--- src/rtl/parity_frame_unit.sv ---
// Frame parity generator/checker: accumulates FRAME_LEN data words, then compares a received parity beat.
// Optional saturating error counter is enabled by defining PARITY_ERR_CNT_EN.
module parity_frame_unit #(
  parameter int DATA_W    = 8,
  parameter int FRAME_LEN = 4,
  parameter int CNT_W     = 8
) (
  input  logic              clk,
  input  logic              rst_n,
  input  logic              mode,
  input  logic              in_valid,
  output logic              in_ready,
  input  logic [DATA_W-1:0] in_data,
  output logic              out_valid,
  input  logic              out_ready,
  output logic              out_parity,
  output logic              out_err,
  input  logic              clr_cnt,
  output logic [CNT_W-1:0]  err_count
);

  localparam int BEAT_W = (FRAME_LEN > 1) ? $clog2(FRAME_LEN) : 1;
  localparam logic [BEAT_W-1:0] LAST_BEAT = BEAT_W'(FRAME_LEN - 1);

  typedef enum logic [1:0] {
    ACC = 2'd0,
    CHK = 2'd1,
    RSP = 2'd2
  } state_t;

  state_t            state;
  state_t            state_nxt;
  logic [BEAT_W-1:0] beat_cnt;
  logic              acc;
  logic              mode_q;
  logic              frame_par;
  logic              in_fire;
  logic              data_fire;
  logic              chk_fire;
  logic              out_fire;
  logic              last_beat;
  logic              chk_mismatch;

  assign in_fire      = in_valid & in_ready;
  assign data_fire    = in_fire & (state == ACC);
  assign chk_fire     = in_fire & (state == CHK);
  assign out_fire     = out_valid & out_ready;
  assign last_beat    = (beat_cnt == LAST_BEAT);
  assign frame_par    = acc ^ mode_q;
  assign chk_mismatch = in_data[0] ^ frame_par;

  always_ff @(posedge clk or negedge rst_n) begin
    if (!rst_n) begin
      state <= ACC;
    end else begin
      state <= state_nxt;
    end
  end

  always_comb begin
    state_nxt = state;
    in_ready  = 1'b0;
    out_valid = 1'b0;
    case (state)
      ACC: begin
        in_ready = 1'b1;
        if (in_valid && last_beat) begin
          state_nxt = CHK;
        end
      end
      CHK: begin
        in_ready = 1'b1;
        if (in_valid) begin
          state_nxt = RSP;
        end
      end
      RSP: begin
        out_valid = 1'b1;
        if (out_ready) begin
          state_nxt = ACC;
        end
      end
      default: begin
        state_nxt = ACC;
      end
    endcase
  end

  // Mode is sampled only on the first data beat so mid-frame changes cannot corrupt the result.
  always_ff @(posedge clk or negedge rst_n) begin
    if (!rst_n) begin
      acc        <= 1'b0;
      beat_cnt   <= '0;
      mode_q     <= 1'b0;
      out_parity <= 1'b0;
      out_err    <= 1'b0;
    end else begin
      if (data_fire) begin
        acc      <= acc ^ (^in_data);
        beat_cnt <= last_beat ? '0 : beat_cnt + BEAT_W'(1);
        if (beat_cnt == '0) begin
          mode_q <= mode;
        end
      end
      if (chk_fire) begin
        out_parity <= frame_par;
        out_err    <= chk_mismatch;
      end
      if (out_fire) begin
        acc <= 1'b0;
      end
    end
  end

`ifdef PARITY_ERR_CNT_EN
  logic [CNT_W-1:0] err_cnt_q;

  // Counts frames entering RSP with a mismatch; a clear request overrides the increment.
  always_ff @(posedge clk or negedge rst_n) begin
    if (!rst_n) begin
      err_cnt_q <= '0;
    end else if (clr_cnt) begin
      err_cnt_q <= '0;
    end else if (chk_fire && chk_mismatch && (err_cnt_q != {CNT_W{1'b1}})) begin
      err_cnt_q <= err_cnt_q + CNT_W'(1);
    end
  end

  assign err_count = err_cnt_q;
`else
  logic unused_clr_cnt;

  assign unused_clr_cnt = clr_cnt;
  assign err_count      = '0;
`endif

endmodule

--- config.mk ---
export PLATFORM = sky130hd
export DESIGN_NAME = parity_frame_unit
export DESIGN_NICKNAME = d
export VERILOG_FILES = /design/src/rtl/parity_frame_unit.sv
export SDC_FILE = /design/constraint.sdc
export NUM_CORES = 1
export LEC_CHECK = 0
export CORE_AREA = 2 2 39 41
export CTS_BUF_LIST = sky130_fd_sc_hd__clkbuf_2 sky130_fd_sc_hd__clkbuf_4 sky130_fd_sc_hd__clkbuf_8
export CTS_CLUSTER_SIZE = 12
export DETAILED_ROUTE_END_ITERATION = 8
export DIE_AREA = 0 0 41 43
export DONT_BUFFER_PORTS = 1
export GPL_ROUTABILITY_DRIVEN = 0
export PLACE_DENSITY = 0.51
export SYNTH_ARGS = -nofsm -noshare
export SYNTH_HDL_FRONTEND = slang
export SYNTH_SLANG_ARGS = --single-unit
--- constraint.sdc ---
create_clock -name clk -period 1.53 [get_ports clk]
set_clock_uncertainty 0.15 [all_clocks]
set_input_delay 0.2295 -clock clk [delete_from_list [all_inputs] [get_ports clk]]
set_output_delay 0.2295 -clock clk [all_outputs]
set_load 0.01 [all_outputs]
# Word level (Yosys, flattened, before mapping)
# Index checks and enable logic that the tools add are counted.
# word_totals
regBits,8
latchBits,0
ramBits,0
romBits,0
in_bits,14
elab_cells,37
n_memories,0
# classes
n_addsub,1
multipliers,0
n_div,0
magnitude_cmp,0
eq_ne,6
shifts,0
muxes,9
n_bitwise,7
n_reduce_logical,8
# ops
cell,n
$mux W2,4
$reduce_xor A8 Y1,1
$pmux W2 S3,1
$and A1 B1 Y1,4
$eq A2 B2 Y1 const B,2
$logic_not A2 Y1,2
$mux W1,4
$ne A2 B2 Y1 const B,2
$reduce_and A3 Y1,1
$xor A1 B1 Y1,3
$add A2 B1 Y2 const B,1
$eq A2 B1 Y1 const B,1
$ne A2 B1 Y1 const B,1
$reduce_and A2 Y1,1
$reduce_bool A2 Y1,1
$reduce_or A2 Y1,1
$logic_and A1 B1 Y1,1

# Logic depth before layout (Yosys ltp)
# Gate-level depths: netlist of the first run.
# depth
word_depth,7
ltp_mapped,5

# Least setup slack after synthesis of the first run
# OpenSTA, ideal clock, no wires.
# synth_timing
path_type,reg2reg
from,register state[0]
to,register mode_q
setup_time_ns,0.125
arrival_time_ns,1.003
slack_ns,0.252
path_stages_with_launch,4
path_buffers,0
period_less_slack_ns,1.278
cell_sequence,dfrtp_1 > nor3b_4 > nand2_1 > mux2_2
# synth_between
elab_chain_cells,6
elab_cells_between_ends,7
classes_between,1 x eq/ne; 1 x mux; 2 x bitwise; 3 x reduce/logical
# synth_lines
item,line,text
from (decl),31,state_t state;
from (signal assigned),56,state <= state_nxt;
$eq A2 B1 Y1 or $logic_not A2 Y1 (tied branches),"64, 45",
$reduce_or A2 Y1 (no source line),n/a,
$mux W1,64,case (state)
$and A1 B1 Y1,44,assign in_fire = in_valid & in_ready;
$and A1 B1 Y1 *,45,assign data_fire = in_fire & (state == ACC);
$reduce_and A2 Y1 (no source line) *,n/a,
to (signal assigned),102,mode_q <= mode;
to (decl),35,logic mode_q;
# Every way passes the cells marked *; elsewhere a longest branch is shown, timed or not.
# A chain may end at the register's enable or synchronous reset.

# Worst setup path in the final report of the first run
# layout_timing
from,register state[1]
to,output out_valid
# layout_between
elab_chain_cells,2
# layout_lines
item,line,text
$eq A2 B2 Y1,64,
$mux W1,64,
to (decl),14,"output logic out_valid,"
# No other way between the ends.

==> qor.yml, run 1 <==
arrival_ns: 1.04
cts_sinks: 8
r2r_start: "state[1]"
async_flop_share_pct: 100
cp-startpoint: "state[1]"
hpwl_um: 615
grt_overflow_total: 0
finalCriticalPeriod_ns: 1.42
maxSlewViolCount: 0
crit_required_ns: 1.15
first_global_vias: 309
worstHoldPathCells: 3
floorplan.die_area_um2: 1760
number_of_antenna_violations_at_the_first_check_in_global_routing: 0
h-tree-depth: 1
layout-drive-gt1-share_pct: 12.9
status: "finished clean"
synth_top_flop_cell: "dfrtp_1"
netlist.area_leader.share_pct: 39.4
placement.io_buffers: 0
grt_pass1_wl_um: 1190
setup.worst_path.class: "flop to output port"
irDropWorstVdd_v: 0.000760
worstSkewPairLatency_ns: 0.26
final_non_filler_cell_area_um2: 579
ys_ff_latch: 8
final-hold-violation-count: 0
synth_top_cells_by_area: "dfrtp_1, xnor2_1, buf_4, nand2_1, ha_1"
finalWirelength_um: 810
cts_tree: "yes"
floorplan.die.height_um: 43
route.detailed.wl_per_inst_um: 10.4
synth_cell_type_count: 18
floorplan.initialDensity_pct: 36.7
timing.max_cap.violations: 0
critical_path.top_delay_family: "flip-flops"
synth_edf_count: 0
width_of_the_die_um: 41
critPathMaxStageDelay_ns: 0.38
timing.setup.tns_ns: 0
num_antenna_cells: 0
grt.total_usage_pct: 10.6
post_synth_most_frequent_cells: "buf_4, dfrtp_1, nand2_1, xnor2_1, o21ai_0"
min_period_over_period_pct: 92.5
detail_route.iter0.violations: 3
worst-r2r-setup-slack_ns: 0.18
first_pass_iters: 2
worstPathBufferInverterCount: 2
layout.core_utilization_pct: 41.9
fin_hold_ws_ns: 0.0348
rsz0062_at_grt: "no"
worst_hold_path_type: "input pin to flop"
ctsLongestPathBuffers: 2
ratio_of_routed_vias_to_standard_cells: 4.47
pin_count_of_the_biggest_net_entering_global_routing: 9
clock-root-buffer: "clkbuf_4"
syn-cell-area_um2: 508
ys_seq_area_share_pct: 39.4
core_area_um2: 1380
crit-reg2reg-capture: "mode_q"
cp_max_fanout: 4
count_of_warnings_emitted_by_yosys: 0
drcViolationCount: 0
power_leakage_nw: 0.273
max_clock_freq_ghz: 0.706
boundaryPins: 26
syn-mean-instance-area_um2: 9.58
areaGrowthSynthToFinish_pct: 14.0
worst_r2r_path_depth: 4
finalNetCount: 80
power.density_cell_area_nw_per_um2: 1630
postSynthCellCount: 53
cts.reportedPaths.clkPinSlew_ns: 0.06
critPathSlowestCell: "dfrtp_1"
setup_viol_count_final: 0
ant_nets: 0
num_vias: 349
dpl_cell_area_um2: 509
cp-start-kind: "flop"
placement_rows: 14
path_cells: "inv_1 -> nor2_1 -> buf_4"
cts-buffers-inserted: 3
yosys.area.top_type: "dfrtp_1"
hold_path_end: "acc"
setup.worst_path.end_class: "output port"
hold_path.startpoint: "out_ready"
cell type report:
cell class	count	area [um^2]
Fill cell	145	805
Inverter	3	11.3
Timing Repair Buffer	7	62.6
Sequential cell	8	200
Tap cell	16	20.0
Multi-Input combinational cell	41	263
Clock buffer	3	22.5
sequential cells by signal (all words and copies together) (netlist names):
name / flops
out_parity: 1
state: 2
out_err: 1
acc: 1
mode_q: 1
beat_cnt: 2
cell usage in the layout (no fill, tap or decap), types with 2 or more instances in the layout:
| cell | Yosys | layout |
|---|---|---|
| buf_4 | 8 | 3 |
| clkbuf_4 | 0 | 3 |
| conb_1 | 1 | 8 |
| dfrtp_1 | 8 | 8 |
| dlygate4sd3_1 | 0 | 4 |
| ha_1 | 2 | 2 |
| inv_1 | 3 | 3 |
| nand2_1 | 8 | 8 |
| nor2_1 | 2 | 2 |
| o21ai_0 | 4 | 4 |
| xnor2_1 | 7 | 7 |
| xor2_1 | 2 | 2 |
power breakdown:
group / total (mW) / leakage, nW / switching [mW] / internal [mW]
logic: 0.386 / 0.158 / 0.191 / 0.195
registers: 0.397 / 0.101 / 0.0880 / 0.309
clock network: 0.163 / 0.0138 / 0.0729 / 0.0899
routing by layer:
| layer | vias to the layer above | GRT usage (%) | wire length (um) | share of wire [%] |
|---|---|---|---|---|
| met3 | 2 | 6.28 | 86 | 11 |
| met4 | 0 | 6.00 | 14 | 1.7 |
| met2 | 18 | 16.3 | 369 | 46 |
| met1 | 156 | 10.6 | 339 | 42 |
| li1 | 173 | - | - | - |
| met5 | - | 0 | 0 | 0 |
through the flow:
step,setup WS [ns],instances,power [mW]
2_1_floorplan,0.252,60,0.690
3_3_place_gp,0.262,70,0.753
3_5_place_dp,0.243,70,0.767
4_1_cts,0.0324,77,0.950
5_1_grt,0.0736,78,1.02
6_report,0.114,78,0.945
timing repair:
action	in CTS	in global routing
setup buffers	0	1
gates resized for setup	0	0
hold buffers	4	0
endpoints found under the hold margin	11	0
setup endpoints to repair	0	1
cells by family (layout without fill, tap and decap cells):
group                      count (synthesis)  in the layout  share of synthesized area (%)
DFF                                        8              8                           39.4
buffers and inverters                     11             13                           14.0
other                                      1              8                          0.738
adders and majority gates                  2              2                           4.93
muxes                                      2              2                           4.19
xor gates and xnor gates                   9              9                           15.5
and+or+nand+nor                           14             14                           14.8
AOI/OAI and AO/OA                          6              6                           6.40
worst max-delay path by stage:
stage           endpoint  depth (start not counted)
2_1_floorplan     mode_q                          3
3_3_place_gp      mode_q                          3
3_5_place_dp      mode_q                          4
4_1_cts        out_valid                          3
5_1_grt        out_valid                          3
6_report       out_valid                          3
tightest hold or removal path, stage by stage:
cell	delay, ns
nand2_1	0.04
nand2_1	0.06
mux2i_1	0.06
Note: power is estimated with default switching activity, not from simulation.
==> inputs of run 2 (changes only) <==
--- a/config.mk
+++ b/config.mk
@@ -5,6 +5,7 @@
 export SDC_FILE = /design/constraint.sdc
 export NUM_CORES = 1
 export LEC_CHECK = 0
+export ABC_AREA = 1
 export CORE_AREA = 2 2 39 41
 export CTS_BUF_LIST = sky130_fd_sc_hd__clkbuf_2 sky130_fd_sc_hd__clkbuf_4 sky130_fd_sc_hd__clkbuf_8
 export CTS_CLUSTER_SIZE = 12
@@ -12,7 +13,7 @@
 export DIE_AREA = 0 0 41 43
 export DONT_BUFFER_PORTS = 1
 export GPL_ROUTABILITY_DRIVEN = 0
-export PLACE_DENSITY = 0.51
+export PLACE_DENSITY = 0.62
 export SYNTH_ARGS = -nofsm -noshare
 export SYNTH_HDL_FRONTEND = slang
 export SYNTH_SLANG_ARGS = --single-unit
==> run 2 against run 1 <==
  * Synthesized area increased by 27%
  * Largest power group unchanged
  * Final area increased by 20%
  * Largest cell class unchanged
  * First-iteration DRC count increased by 100%
  * Sequential cell count unchanged
  * Sequential share of layout area decreased by 5.8 points
==> qor.yml, run 2 <==
status: "finished clean"
clock-root-buffer: "clkbuf_4"
r2r_start: "state[1]"
num_antenna_cells: 0
ys_ff_latch: 8
critPathMaxStageDelay_ns: 0.38
synth_top_flop_cell: "dfrtp_1"
netlist.area_leader.share_pct: 30.9
drcViolationCount: 0
synth_cell_type_count: 20
floorplan.die.height_um: 43
share_clk_of_total_power_pct: 16.2
finalWirelength_um: 974
max_clock_freq_ghz: 0.728
crit_required_ns: 1.51
core_area_um2: 1380
ant_nets: 0
floorplan.die_area_um2: 1760
boundaryPins: 26
timing.setup.tns_ns: 0
setup.worst_path.end_class: "flop"
pin_count_of_the_biggest_net_entering_global_routing: 9
layout-drive-gt1-share_pct: 11.5
crit-reg2reg-capture: "mode_q"
width_of_the_die_um: 41
syn-cell-area_um2: 647
placement_rows: 14
post-cts-setup-buffer-count: 0
h-tree-depth: 1
postSynthCellCount: 98
first_pass_iters: 4
net-switching-power_mw: 0.382
worst-r2r-setup-slack_ns: 0.16
numPlacedInstances: 113
worst_r2r_path_depth: 5
grt.total_usage_pct: 14.9
async_flop_share_pct: 100
final_common_cell: "nand2_1"
most_frequent_cell_after_synthesis: "nand2_1"
synth_top_cells_by_area: "dfrtp_1, nand2_1, buf_4, inv_1, nor2_1"
ys_seq_area_share_pct: 30.9
power_leakage_nw: 0.406
syn-mean-instance-area_um2: 6.60
timing.max_cap.violations: 0
final_non_filler_cell_area_um2: 696
worstSkewPairLatency_ns: 0.24
cts_tree: "yes"
areaGrowthSynthToFinish_pct: 7.54
hpwl_um: 837
cts.reportedPaths.clkPinSlew_ns: 0.05
sequential_share_of_power_pct: 42.4
placement.io_buffers: 0
dpl_cell_area_um2: 633
num_vias: 537
count_of_warnings_emitted_by_yosys: 0
largest_registers: "beat_cnt: 2 flops, state: 2 flops"
netSwitchingFraction_pct: 40.1
cp_max_fanout: 7
cts_sinks: 8
path_cells: "inv_2 -> nand2_4 -> nor2_4 -> nand2_1 -> mux2_4"
cp-start-kind: "flop"
critPathSlowestCell: "dfrtp_1"
mostFrequentLayoutCells: "nand2_1, inv_1, nor2_1"
power.density_cell_area_nw_per_um2: 1370
hold_path_end: "state[1]"
post_layout_nonfiller_instances: 120
ratio_of_routed_vias_to_standard_cells: 4.48
hold_path.startpoint: "in_valid"
layout.core_utilization_pct: 50.3
cts-buffers-inserted: 3
route.detailed.wl_per_inst_um: 8.12
setup.worst_path.class: "flop to flop"
p_int_mw: 0.571
placement.setup.worst_slack_ns: 0.160
min_period_over_period_pct: 89.8
rsz0062_at_grt: "no"
maxSlewViolCount: 0
post_synth_most_frequent_cells: "nand2_1, inv_1, nor2_1, buf_4, dfrtp_1"
grt_pass1_wl_um: 1810
synth_edf_count: 0
finalWorstSetupSlack_ns: 0.156
first_global_vias: 468
worst_hold_path_type: "input pin to flop"
n_fill_cell: 149
post_cts_resized: 0
yosys.area.top_type: "dfrtp_1"
detail_route.iter0.violations: 6
arrival_ns: 1.35
final-hold-violation-count: 0
finalNetCount: 122
finalCriticalPeriod_ns: 1.37
fin_hold_ws_ns: 0.0202
floorplan.initialDensity_pct: 46.7
combinational_share_of_power_pct: 41.4
grt_overflow_total: 0
post-layout-total-power_mw: 0.953
worstHoldPathCells: 2
irDropWorstVdd_v: 0.000669
number_of_antenna_violations_at_the_first_check_in_global_routing: 0
ctsLongestPathBuffers: 2
setup_viol_count_final: 0
[run 2: cell count changes after synthesis, sizes merged, moves of 7 or more]
cell   change
xnor2      -7
nor2       +8
inv       +12
nand2     +34
[run 2: logic make-up (layout without fill, tap and decap cells)]
logic type / Yosys count / in the layout / synth area share (%)
flip-flops: 8 / 8 / 30.9
multiplexers: 1 / 1 / 2.32
adder cells (fa/ha/maj): 2 / 2 / 3.87
XOR/XNOR: 1 / 1 / 1.35
AO/OA/AOI/OAI: 7 / 7 / 6.38
other: 1 / 8 / 0.580
buffers and inverters: 23 / 22 / 18.0
AND/OR/NAND/NOR: 55 / 55 / 36.6
[run 2: critical path, delay by kind of cell (launching register included)]
kind / cells / cell delay, ns
multiplexers: 1 / 0.29
flip-flops: 1 / 0.38
AND/OR/NAND/NOR: 3 / 0.32
buffers and inverters: 1 / 0.11
[run 2: layer usage]
layer  GRT usage, %  vias to the layer above  routed length, um
met5              0                        -                  0
met4              0                        0                  0
met3           9.42                        0                 47
met2           22.5                       11                491
met1           18.8                      235                435
li1               -                      291                  -
[run 2: layout make-up]
| class | count | area (um^2) | area share [%] |
|---|---|---|---|
| clock buffers | 3 | 22.5 | 3.24 |
| inverters | 15 | 56.3 | 8.09 |
| multi-input cells | 74 | 357 | 51.3 |
| flip-flops and latches | 8 | 200 | 28.8 |
| well taps | 16 | 20.0 | 2.88 |
| repair buffers | 4 | 40.0 | 5.76 |
[run 2: worst max path at each step]
stage / endpoint / start / slack [ns] / cells after the start
2_1_floorplan: mode_q / state[1] / 0.23 / 5
3_3_place_gp: mode_q / state[1] / 0.18 / 5
3_5_place_dp: mode_q / state[1] / 0.16 / 5
4_1_cts: out_valid / state[0] / 0.15 / 1
5_1_grt: out_valid / state[0] / 0.1 / 1
6_report: mode_q / state[1] / 0.16 / 5
[run 2: what timing repair did]
action | CTS | global route
hold buffers | 4 | 0
hold endpoints to repair | 12 | 0
setup endpoints to repair | 0 | 0
[run 2: power by group through the flow]
stage          combinational (mW)  clock [mW]  sequential, mW
2_1_floorplan               0.355           0           0.390
3_3_place_gp                0.379           0           0.405
3_5_place_dp                0.388           0           0.409
4_1_cts                     0.402       0.165           0.406
5_1_grt                     0.470       0.183           0.420
6_report                    0.395       0.154           0.404
==> inputs of run 3 (changes only) <==
--- a/config.mk
+++ b/config.mk
@@ -5,7 +5,6 @@
 export SDC_FILE = /design/constraint.sdc
 export NUM_CORES = 1
 export LEC_CHECK = 0
-export ABC_AREA = 1
 export CORE_AREA = 2 2 39 41
 export CTS_BUF_LIST = sky130_fd_sc_hd__clkbuf_2 sky130_fd_sc_hd__clkbuf_4 sky130_fd_sc_hd__clkbuf_8
 export CTS_CLUSTER_SIZE = 12
@@ -13,7 +12,7 @@
 export DIE_AREA = 0 0 41 43
 export DONT_BUFFER_PORTS = 1
 export GPL_ROUTABILITY_DRIVEN = 0
-export PLACE_DENSITY = 0.62
+export PLACE_DENSITY = 0.53
 export SYNTH_ARGS = -nofsm -noshare
 export SYNTH_HDL_FRONTEND = slang
 export SYNTH_SLANG_ARGS = --single-unit
==> constraint.sdc (replaced) <==
create_clock -name clk -period 1.14 [get_ports clk]
set_clock_uncertainty 0.15 [all_clocks]
set_input_delay 0.171 -clock clk [delete_from_list [all_inputs] [get_ports clk]]
set_output_delay 0.171 -clock clk [all_outputs]
set_load 0.01 [all_outputs]
==> run 3 against run 2 <==
  * The run now ends with setup timing left
  * Worst setup slack lost 0.36 ns
  * First-iteration DRC count down 67%
  * Register-to-register slack got worse by 0.35 ns
  * Global-route usage down 1.1 points
  * Critical path depth decreased by 2
  * Combinational power up 110%
  * Non-clock buffer count grew 12
  * Total power up 65%
  * Critical path type is now flop to output port
  * Largest cell class unchanged
  * Largest power group is now combinational logic
  * Highest routed layer is now met4
==> qor.yml, run 3 (synthesized netlist as in run 1, its figures left out) <==
status: "finished with violations"
failed_checks: "setup timing"
ratio_of_routed_vias_to_standard_cells: 4.60
placement_rows: 14
combinational_share_of_power_pct: 52.6
net-switching-power_mw: 0.580
finalCriticalPeriod_ns: 1.34
netSwitchingFraction_pct: 36.9
placement.io_buffers: 0
boundaryPins: 26
timing.setup.tns_ns: -0.747
crit_required_ns: 0.82
grt_overflow_total: 0
fin_hold_ws_ns: 0.118
met2_usage_pct: 20.6
cp_max_fanout: 5
p_int_mw: 0.992
irDropWorstVdd_v: 0.000951
ctsLongestPathBuffers: 2
max_clock_freq_ghz: 0.745
min_period_over_period_pct: 118
worstSkewPairLatency_ns: 0.26
timing.max_cap.violations: 0
finalNetCount: 89
first_global_vias: 361
power.density_cell_area_nw_per_um2: 2240
largest_registers: "beat_cnt: 2 flops, state: 2 flops"
layout-drive-gt1-share_pct: 29.6
cts.reportedPaths.clkPinSlew_ns: 0.06
maxSlewViolCount: 0
setup.worst_path.end_class: "output port"
h-tree-depth: 1
setup_viol_count_final: 6
cts_tree: "yes"
mostFrequentLayoutCells: "nand2_1, conb_1, dfrtp_1, buf_4"
hpwl_um: 677
critPathSlowestCell: "dfrtp_1"
global_route.usage.met1_pct: 14.2
num_vias: 400
finalWirelength_um: 920
drcViolationCount: 0
areaGrowthSynthToFinish_pct: 38.4
cp-start-kind: "flop"
setup.worst_path.class: "flop to output port"
detail_route.iter0.violations: 2
power_leakage_nw: 0.324
floorplan.initialDensity_pct: 36.7
floorplan.die_area_um2: 1760
floorplan.die.height_um: 43
grt_pass1_wl_um: 1510
most_crowded_layer_gr: "met2"
first_pass_iters: 2
pin_count_of_the_biggest_net_entering_global_routing: 9
cts_sinks: 8
width_of_the_die_um: 41
clock-root-buffer: "clkbuf_4"
ant_nets: 0
cpMostUsedCell: "buf_4"
number_of_antenna_violations_at_the_first_check_in_global_routing: 0
num_antenna_cells: 0
sequential_share_of_power_pct: 33.4
cts-buffers-inserted: 3
route.detailed.wl_per_inst_um: 10.6
layout.core_utilization_pct: 50.8
final_non_filler_cell_area_um2: 703
rsz0062_at_grt: "yes"
final-hold-violation-count: 0
finalWorstSetupSlack_ns: -0.202
critPathMaxStageDelay_ns: 0.38
arrival_ns: 1.02
path_cells: "buf_4 -> nor2_4 -> buf_4"
worst_hold_path_type: "input pin to asynchronous set/reset pin"
dpl_cell_area_um2: 547
share_clk_of_total_power_pct: 14.0
grt.total_usage_pct: 13.8
use_met3_pct: 3.14
core_area_um2: 1380
run 3: changes by cell type in the layout (fill, tap and decap cells not counted), sizes merged, moves of 2 or more:
cell / change
buf: +10
dlygate4sd3: +2
inv: -12
nand2: -34
nor2: -8
xnor2: +7
run 3: power by group through the flow:
stage,Combinational [mW],Sequential (mW),Clock [mW]
2_1_floorplan,0.402,0.524,0
3_3_place_gp,0.602,0.519,0
3_5_place_dp,0.610,0.531,0
4_1_cts,0.761,0.522,0.229
5_1_grt,0.935,0.539,0.242
6_report,0.827,0.525,0.220
run 3: worst max-delay path, delay by kind of cell, from the launching register on:
family,cells,cell delay [ns]
buffers and inverters,2,0.29
AND/OR/NAND/NOR,1,0.09
flip-flops,1,0.38
run 3: layout make-up:
cell class,count,area (um^2)
fillers,136,681
inverters,3,11.3
repair buffers,16,143
well taps,16,20.0
flip-flops and latches,8,200
clock buffers,3,22.5
multi-input cells,41,307
run 3: timing repair:
action	4_1_cts	5_1_grt
hold buffers	5	1
setup endpoints to repair	7	10
gates resized for setup	5	7
hold endpoints to repair	13	3
buffers inserted	3	0
pin swaps	2	3
run 3: stage by stage:
stage / cells / worst slack, ns / total power [mW]
global placement: 75 / -0.0878 / 1.12
finish: 87 / -0.202 / 1.57
floorplan: 60 / -0.138 / 0.926
detailed placement: 75 / -0.104 / 1.14
CTS: 86 / -0.191 / 1.51
global route: 87 / -0.265 / 1.72
run 3: per-layer routing:
layer  part of all wire, %  routed length [um]
met5                     0                   0
met3                   7.9                  73
met1                    37                 343
met4                   4.1                  38
met2                    50                 464
run 3: worst paths after layout:
| check | startpoint | to | slack, ns | cells past startpoint |
|---|---|---|---|---|
| max reg2reg | state[0] | mode_q | -0.19 | 4 |
| min reg2reg | out_parity | out_parity | 0.39 | 2 |
| max in group asynchronous | rst_n | mode_q | 0.44 | 1 |
| max | state[0] | out_valid | -0.20 | 3 |
| min | rst_n | beat_cnt[0] | 0.12 | 1 |
| min in group clk | in_valid | mode_q | 0.13 | 3 |
